File: src/rtl/exec_mem_wb_backend_pkg.sv
// Shared encodings for the execute/memory/write-back backend:
// ALU opcodes, write-back selects and the bit positions of the
// MEM/EX/WB control fields coming out of decode.
package exec_mem_wb_backend_pkg;

    // Shift amount is always taken from the low four bits of B.
    localparam int SHW = 4;

    typedef enum logic [3:0] {
        ALU_PASS_A = 4'd0,
        ALU_ADD    = 4'd1,
        ALU_SUB    = 4'd2,
        ALU_AND    = 4'd3,
        ALU_OR     = 4'd4,
        ALU_NOT    = 4'd5,
        ALU_SHL    = 4'd6,
        ALU_SHR    = 4'd7,
        ALU_PASS_B = 4'd8
    } alu_op_e;

    typedef enum logic [1:0] {
        WB_ALU = 2'd0,
        WB_MEM = 2'd1,
        WB_IMM = 2'd2,
        WB_SRC = 2'd3
    } wb_sel_e;

    // MEM_signals fields
    localparam int MEM_RD       = 3;
    localparam int MEM_WR       = 2;
    localparam int MEM_ADDR_ALU = 1;
    localparam int MEM_DATA_SRC = 0;

    // EX_signals fields
    localparam int EX_OP_HI    = 5;
    localparam int EX_OP_LO    = 2;
    localparam int EX_ALU_EN   = 1;
    localparam int EX_SHAM_SEL = 0;

    // WB_signals fields
    localparam int WB_REGWR  = 2;
    localparam int WB_SEL_HI = 1;
    localparam int WB_SEL_LO = 0;

endpackage

File: src/rtl/exec_mem_wb_backend_if.sv
// Decode-to-backend bundle plus the register-file write-back path.
// master = decode side, slave = backend.
interface exec_mem_wb_backend_if #(parameter int W = 16);
    logic         in_valid;
    logic         flush;
    logic [3:0]   MEM_signals;
    logic [5:0]   EX_signals;
    logic [2:0]   WB_signals;
    logic [W-1:0] Rsrc;
    logic [W-1:0] Rdst;
    logic [3:0]   shamt;
    logic [W-1:0] Imm;
    logic [2:0]   dst_addr;
    logic         regWrite;
    logic [W-1:0] WD;
    logic [2:0]   WA;

    modport master (
        output in_valid, flush, MEM_signals, EX_signals, WB_signals,
               Rsrc, Rdst, shamt, Imm, dst_addr,
        input  regWrite, WD, WA
    );

    modport slave (
        input  in_valid, flush, MEM_signals, EX_signals, WB_signals,
               Rsrc, Rdst, shamt, Imm, dst_addr,
        output regWrite, WD, WA
    );
endinterface

File: src/rtl/exec_mem_wb_backend_alu.sv
// Combinational backend ALU. Flag outputs exist only when
// BACKEND_FLAGS_EN is defined.
module backend_alu
    import exec_mem_wb_backend_pkg::*;
#(
    parameter int W = 16
) (
    input  logic [W-1:0] a_i,
    input  logic [W-1:0] b_i,
    input  logic [3:0]   op_i,
    input  logic         en_i,
    output logic [W-1:0] result_o
`ifdef BACKEND_FLAGS_EN
   ,output logic         zf_o,
    output logic         nf_o,
    output logic         cf_o
`endif
);
    logic [SHW-1:0] sh;
    assign sh = b_i[SHW-1:0];

    // Result select; disabled ALU and unused opcodes pass A through.
    always_comb begin
        result_o = a_i;
        if (en_i) begin
            case (alu_op_e'(op_i))
                ALU_ADD:    result_o = a_i + b_i;
                ALU_SUB:    result_o = a_i - b_i;
                ALU_AND:    result_o = a_i & b_i;
                ALU_OR:     result_o = a_i | b_i;
                ALU_NOT:    result_o = ~a_i;
                ALU_SHL:    result_o = a_i << sh;
                ALU_SHR:    result_o = a_i >> sh;
                ALU_PASS_B: result_o = b_i;
                default:    result_o = a_i;
            endcase
        end
    end

`ifdef BACKEND_FLAGS_EN
    logic [W:0] add_ext, sub_ext, shl_ext, shr_ext;

    // Carry: add carry-out, subtract borrow, last bit shifted out
    // (the extension bit stays 0 for a zero shift).
    always_comb begin
        add_ext = {1'b0, a_i} + {1'b0, b_i};
        sub_ext = {1'b0, a_i} - {1'b0, b_i};
        shl_ext = {1'b0, a_i} << sh;
        shr_ext = {a_i, 1'b0} >> sh;
        zf_o    = (result_o == '0);
        nf_o    = result_o[W-1];
        case (alu_op_e'(op_i))
            ALU_ADD: cf_o = add_ext[W];
            ALU_SUB: cf_o = sub_ext[W];
            ALU_SHL: cf_o = shl_ext[W];
            ALU_SHR: cf_o = shr_ext[0];
            default: cf_o = 1'b0;
        endcase
    end
`endif
endmodule

File: src/rtl/exec_mem_wb_backend_buffer.sv
// Generic pipeline register: synchronous active-high clear to zero.
module Buffer #(
    parameter int WIDTH = 1
) (
    input  logic             clk,
    input  logic             rst,
    input  logic [WIDTH-1:0] d_i,
    output logic [WIDTH-1:0] q_o
);
    // Capture every cycle; reset empties the stage.
    always_ff @(posedge clk) begin
        if (rst) q_o <= '0;
        else     q_o <= d_i;
    end
endmodule

File: src/rtl/exec_mem_wb_backend.sv
// Execute / memory / write-back half of the pipeline.
// E/M and M/W registers, data memory, write-back mux.
// Optional macro BACKEND_FLAGS_EN adds the {Z,N,C} flags output.
module exec_mem_wb_backend
    import exec_mem_wb_backend_pkg::*;
#(
    parameter int W         = 16,
    parameter int MEM_DEPTH = 256,
    parameter int MEM_AW    = 8
) (
    input  logic                  clk,
    input  logic                  rst,
    exec_mem_wb_backend_if.slave  bus
`ifdef BACKEND_FLAGS_EN
   ,output logic [2:0]            flags
`endif
);
    typedef struct packed {
        logic         valid;
        logic [3:0]   mem;
        logic [2:0]   wb;
        logic [W-1:0] alu;
        logic [W-1:0] rsrc;
        logic [W-1:0] rdst;
        logic [W-1:0] imm;
        logic [2:0]   dst;
    } em_t;

    typedef struct packed {
        logic         valid;
        logic [2:0]   wb;
        logic [W-1:0] alu;
        logic [W-1:0] mdata;
        logic [W-1:0] imm;
        logic [W-1:0] rsrc;
        logic [2:0]   dst;
    } mw_t;

    em_t em_d, em_q;
    mw_t mw_d, mw_q;

    logic [W-1:0]      alu_b, alu_res;
    logic              in_ok;
    logic [MEM_AW-1:0] mem_addr;
    logic [W-1:0]      mem_wdata, mem_rdata;
    logic [W-1:0]      dmem [MEM_DEPTH];

    // ---------------- Execute ----------------
    assign alu_b = bus.EX_signals[EX_SHAM_SEL] ? bus.Rdst
                                               : {{(W-SHW){1'b0}}, bus.shamt};
    assign in_ok = bus.in_valid & ~bus.flush;

`ifdef BACKEND_FLAGS_EN
    logic       zf, nf, cf;
    logic [2:0] flags_q;
`endif

    backend_alu #(.W(W)) u_alu (
        .a_i      (bus.Rsrc),
        .b_i      (alu_b),
        .op_i     (bus.EX_signals[EX_OP_HI:EX_OP_LO]),
        .en_i     (bus.EX_signals[EX_ALU_EN]),
        .result_o (alu_res)
`ifdef BACKEND_FLAGS_EN
       ,.zf_o     (zf),
        .nf_o     (nf),
        .cf_o     (cf)
`endif
    );

    // Bubbles keep their payload but may never write memory or registers.
    always_comb begin
        em_d       = '0;
        em_d.valid = in_ok;
        em_d.mem   = bus.MEM_signals;
        em_d.wb    = bus.WB_signals;
        if (!in_ok) begin
            em_d.mem[MEM_RD]  = 1'b0;
            em_d.mem[MEM_WR]  = 1'b0;
            em_d.wb[WB_REGWR] = 1'b0;
        end
        em_d.alu  = alu_res;
        em_d.rsrc = bus.Rsrc;
        em_d.rdst = bus.Rdst;
        em_d.imm  = bus.Imm;
        em_d.dst  = bus.dst_addr;
    end

    Buffer #(.WIDTH($bits(em_t))) u_em (
        .clk (clk), .rst (rst), .d_i (em_d), .q_o (em_q)
    );

`ifdef BACKEND_FLAGS_EN
    // Flags follow only valid, ALU-enabled instructions.
    always_ff @(posedge clk) begin
        if (rst)
            flags_q <= 3'b000;
        else if (in_ok && bus.EX_signals[EX_ALU_EN])
            flags_q <= {zf, nf, cf};
    end
    assign flags = flags_q;
`endif

    // ---------------- Memory ----------------
    assign mem_addr  = em_q.mem[MEM_ADDR_ALU] ? em_q.alu[MEM_AW-1:0]
                                              : em_q.rsrc[MEM_AW-1:0];
    assign mem_wdata = em_q.mem[MEM_DATA_SRC] ? em_q.rsrc : em_q.rdst;
    // Asynchronous read sampled into M/W on the same edge as the write,
    // so a combined read/write returns the old word.
    assign mem_rdata = dmem[mem_addr];

    // Data memory write port; contents survive reset, writes during reset are dropped.
    always_ff @(posedge clk) begin
        if (!rst && em_q.mem[MEM_WR])
            dmem[mem_addr] <= mem_wdata;
    end

    // M/W payload; memory data is zero unless the instruction reads.
    always_comb begin
        mw_d       = '0;
        mw_d.valid = em_q.valid;
        mw_d.wb    = em_q.wb;
        mw_d.alu   = em_q.alu;
        mw_d.mdata = em_q.mem[MEM_RD] ? mem_rdata : '0;
        mw_d.imm   = em_q.imm;
        mw_d.rsrc  = em_q.rsrc;
        mw_d.dst   = em_q.dst;
    end

    Buffer #(.WIDTH($bits(mw_t))) u_mw (
        .clk (clk), .rst (rst), .d_i (mw_d), .q_o (mw_q)
    );

    // ---------------- Write-back ----------------
    // Write data select; WD/WA always reflect M/W even without regWrite.
    always_comb begin
        case (wb_sel_e'(mw_q.wb[WB_SEL_HI:WB_SEL_LO]))
            WB_ALU:  bus.WD = mw_q.alu;
            WB_MEM:  bus.WD = mw_q.mdata;
            WB_IMM:  bus.WD = mw_q.imm;
            default: bus.WD = mw_q.rsrc;
        endcase
    end

    assign bus.regWrite = mw_q.valid & mw_q.wb[WB_REGWR];
    assign bus.WA       = mw_q.dst;
endmodule

File: src/flat_wrapper.sv
// flat-port wrapper written by rule: the top's interface ports become plain ports
module exec_mem_wb_backend_flat import exec_mem_wb_backend_pkg::*;
#(
    parameter int W         = 16,
    parameter int MEM_DEPTH = 256,
    parameter int MEM_AW    = 8
)
  (clk, rst, bus_in_valid, bus_flush, bus_MEM_signals, bus_EX_signals, bus_WB_signals, bus_Rsrc, bus_Rdst, bus_shamt, bus_Imm, bus_dst_addr, bus_regWrite, bus_WD, bus_WA);
  exec_mem_wb_backend_if #(.W(W)) bus_i ();
  input  logic clk;
  input  logic rst;
  input wire logic [$bits(bus_i.in_valid)-1:0] bus_in_valid;
  input wire logic [$bits(bus_i.flush)-1:0] bus_flush;
  input wire logic [$bits(bus_i.MEM_signals)-1:0] bus_MEM_signals;
  input wire logic [$bits(bus_i.EX_signals)-1:0] bus_EX_signals;
  input wire logic [$bits(bus_i.WB_signals)-1:0] bus_WB_signals;
  input wire logic [$bits(bus_i.Rsrc)-1:0] bus_Rsrc;
  input wire logic [$bits(bus_i.Rdst)-1:0] bus_Rdst;
  input wire logic [$bits(bus_i.shamt)-1:0] bus_shamt;
  input wire logic [$bits(bus_i.Imm)-1:0] bus_Imm;
  input wire logic [$bits(bus_i.dst_addr)-1:0] bus_dst_addr;
  output wire logic [$bits(bus_i.regWrite)-1:0] bus_regWrite;
  output wire logic [$bits(bus_i.WD)-1:0] bus_WD;
  output wire logic [$bits(bus_i.WA)-1:0] bus_WA;
  assign bus_i.in_valid = bus_in_valid;
  assign bus_i.flush = bus_flush;
  assign bus_i.MEM_signals = bus_MEM_signals;
  assign bus_i.EX_signals = bus_EX_signals;
  assign bus_i.WB_signals = bus_WB_signals;
  assign bus_i.Rsrc = bus_Rsrc;
  assign bus_i.Rdst = bus_Rdst;
  assign bus_i.shamt = bus_shamt;
  assign bus_i.Imm = bus_Imm;
  assign bus_i.dst_addr = bus_dst_addr;
  assign bus_regWrite = bus_i.regWrite;
  assign bus_WD = bus_i.WD;
  assign bus_WA = bus_i.WA;
  exec_mem_wb_backend #(.W(W), .MEM_DEPTH(MEM_DEPTH), .MEM_AW(MEM_AW)) u_core (.clk(clk), .rst(rst), .bus(bus_i));
endmodule
File: config.mk
export PLATFORM = sky130hd
export DESIGN_NAME = exec_mem_wb_backend_flat
export DESIGN_NICKNAME = d
export VERILOG_FILES = /design/src/rtl/exec_mem_wb_backend_pkg.sv /design/src/rtl/exec_mem_wb_backend_if.sv /design/src/rtl/exec_mem_wb_backend_alu.sv /design/src/rtl/exec_mem_wb_backend_buffer.sv /design/src/rtl/exec_mem_wb_backend.sv /design/src/flat_wrapper.sv
export SDC_FILE = /design/constraint.sdc
export NUM_CORES = 2
export LEC_CHECK = 0
export ABC_CLOCK_PERIOD_IN_PS = 4800
export BUFFER_PORTS_ARGS = -buffer_cell sky130_fd_sc_hd__buf_2
export CORE_AREA = 2 2 643 645
export CTS_CLUSTER_DIAMETER = 100
export CTS_CLUSTER_SIZE = 40
export DETAILED_ROUTE_END_ITERATION = 12
export DIE_AREA = 0 0 645 647
export HOLD_SLACK_MARGIN = 0.02
export MAX_ROUTING_LAYER = met4
export PLACE_DENSITY = 0.5
export SLEW_MARGIN = 10
export SYNTH_ARGS = -nofsm -noshare
export SYNTH_HDL_FRONTEND = slang
export SYNTH_HIERARCHICAL = 1
export SYNTH_SLANG_ARGS = --single-unit
export TNS_END_PERCENT = 30
File: constraint.sdc
create_clock -name clk -period 4.8 [get_ports clk]
set_input_delay 0 -clock clk [delete_from_list [all_inputs] [get_ports clk]]
set_output_delay 0 -clock clk [all_outputs]
set_load 0.03 [all_outputs]
==> run metrics <==
outcome complete, no violations; initial antenna violation count 36; syn_nets 7,844; relative slew slack 4.24%; worst-path cell chain buf_4 > nor2_1 > a22oi_2 > buf_12 > buf_12 > buf_4 > nor2_1 > o41ai_1 > buf_4 > nand4_1 > a222oi_1 > and3b_1 > nor2b_1; Final Hold Fails 0; final worst-path cycle share 96.2%; setup repair after global routing missed its margin false; Fin Setup TNS 0 ps; Max Clk Rate 217 MHz; root buffer cell clkbuf_16; TritonCTS clock tree built; top cells by area, synth edfxtp_1 (75%), mux4_2 (14%), dfxtp_1 (1.8%); crit start category flip-flop; CP max-delay cell o41ai_1; Layout Skew between 80 and 90 ps; Worst Path Max Fanout 29; GR Overflow Total 0; synth cell count leaders edfxtp_1 (4,096), mux4_2 (1,044), nor2_1 (564); DRT Wirelength 479,000 µm; Synth Warn # 6; Critical Path RT 5680 ps; total chip power between 60 and 70 mW; sequential share of the synthesized area 76.9%; CP most frequent cell buf_4; Total Routing Usage GR a little under a quarter; largest net degree at the start of global routing 127; First-pass DRT Iterations 5; endpoints failing setup 0; H-Tree Depth 4; dpl hpwl ~300,000 µm; fin crit period 4620 ps; critical path class flip-flop to flip-flop; Final WS setup 184 ps; standard-cell rows 236; synthesis-to-layout area growth 10.7%; Top Ports between 90 and 100; CTS Sinks about 4,200; Die Span Y 647 µm; clk buf depth 4; Vias per Instance just under 6; CTS clk-pin slew, worst paths 150 ps; WP data arrival 5500 ps; Core ar. a little over 400,000 µm²; first-pass GRT wire length 666,000 µm; port bufs 91; max-slew violations 0; register bit total from synthesis 4,242; slowest cell delay on critical path 830 ps; PD cells approximately 360 nW/µm²; cell taking the most area after synthesis edfxtp_1; final core utilization 44.1%; Post-CTS Setup Bufs 0; Mapped Cells 7,752; EDFF count, synth 4,096; worst vdd ir around 0.26 mV; Die Footprint approximately 420,000 µm²; ys async rst share 0%; total of max-cap violations 0; Synth cell types 76; DP Worst Slack 47.7 ps; share of layout cells above drive strength 1 25.8%; Final nets 8,396; most common cell in the netlist edfxtp_1; vias 82,331; Hold WS between 100 and 150 ps; drc violations 0; Synth top area share 75.1%; cell area after synthesis 164,000 µm²; CP Capture Type flip-flop; Worst-Skew Late Latency 960 ps; Die X 645 µm; post-route ant nets 0; routed len/inst roughly 34 µm; cts bufs inserted 147; vias in the first global route 81,233; Hold Path Class input port to flip-flop; Placer Congestion 0.877; initial DRC count between 10,000 and 15,000; Initial Util 39.8%; leakage 60.7 nW; Worst Tran Pin Value 1420 ps; Post-synth top flop edfxtp_1; Mean Syn Cell Area about 21 µm²
[worst paths after layout]
check                       from                   to  slack (ps)  cells past startpoint
min reg2reg  u_core/u_em/q_o[64]  u_core/u_mw/q_o[64]         440                      1
min                 bus_shamt[2]  u_core/u_em/q_o[57]         100                      6
max reg2reg  u_core/u_em/q_o[71]  u_core/u_mw/q_o[48]         180                     13
max          u_core/u_em/q_o[71]  u_core/u_mw/q_o[48]         180                     13
[through the flow]
step / area, µm² / instances
2_1_floorplan: 164000 / 7752
3_3_place_gp: 175000 / 13463
3_5_place_dp: 175000 / 13463
4_1_cts: 181000 / 13874
6_report: 181000 / 13886
5_1_grt: 181000 / 13876
[area by class of cell]
| class | count | area [µm²] |
|---|---|---|
| fillers | 35009 | 230000 |
| flip-flops and latches | 4242 | 126000 |
| multi-input cells | 3009 | 35500 |
| repair buffers | 887 | 7930 |
| well taps | 5474 | 6850 |
| clock buffers | 162 | 3780 |
| clock inverters | 83 | 1190 |
| inverters | 17 | 63.8 |
| diodes | 12 | 30.0 |
[cell families after synthesis]
| kind of cell | share of synthesized area (%) |
|---|---|
| AND/OR/NAND/NOR | 2.69 |
| buffers and inverters | 1.86 |
| AO/OA/AOI/OAI | 3.42 |
| flip-flops | 76.9 |
| XOR/XNOR | 0.123 |
| multiplexers | 14.9 |
| adder cells (fa/ha/maj) | 0.157 |
[registers in the layout (all words and copies together), names as in the netlist]
signal           cells
u_core/dmem       4096
u_core/u_em/q_o     75
u_core/u_mw/q_o     71
[power breakdown]
part	switching, mW	total, mW	internal (mW)
Sequential	0.0623	40.9	40.8
Clock	11.7	18.3	6.57
Combinational	3.84	5.84	2.00
Total	15.6	64.9	49.4
[what timing repair did]
| item | in CTS | in global routing |
|---|---|---|
| endpoints found under the hold margin | 104 | 0 |
| hold buffers | 166 | 0 |
| gates resized for setup | 1 | 0 |
| setup endpoints to repair | 1 | 0 |
[placed cells by master (no fill, tap or decap), types with 12 or more instances in the layout]
cell	count
mux4_2	1044
o21ai_0	199
o41ai_1	29
clkbuf_16	149
xnor2_1	17
mux2i_1	43
dfxtp_1	146
a41oi_1	24
buf_4	545
nor2_2	98
dlygate4sd3_1	166
buf_2	90
mux2_8	18
nand4_1	23
nor4_1	23
edfxtp_1	4096
buf_12	86
nand2b_1	13
mux2_2	16
diode_2	12
a21oi_1	55
clkbuf_1	13
o22ai_1	453
nand2_1	73
nor2b_1	160
ha_1	19
nor2_1	465
and2_1	19
nor3_1	27
inv_1	17
inv_12	12
nand2_2	16
[worst max-delay path: cells and delay by family (launching register included)]
family                 cells  cell delay (ps)
AO/OA/AOI/OAI              3             1590
buffers and inverters      5             1300
flip-flops                 1              470
AND/OR/NAND/NOR            5             1060
[metal layers]
metal	part of all wire [%]	global-route usage (%)	vias to the layer above
met5	0	-	-
met4	2.7	5.61	0
met3	6.9	2.70	418
met2	47	35.8	3070
met1	43	33.6	45618
li1	-	-	33225
(Power assumes the default switching activity.)
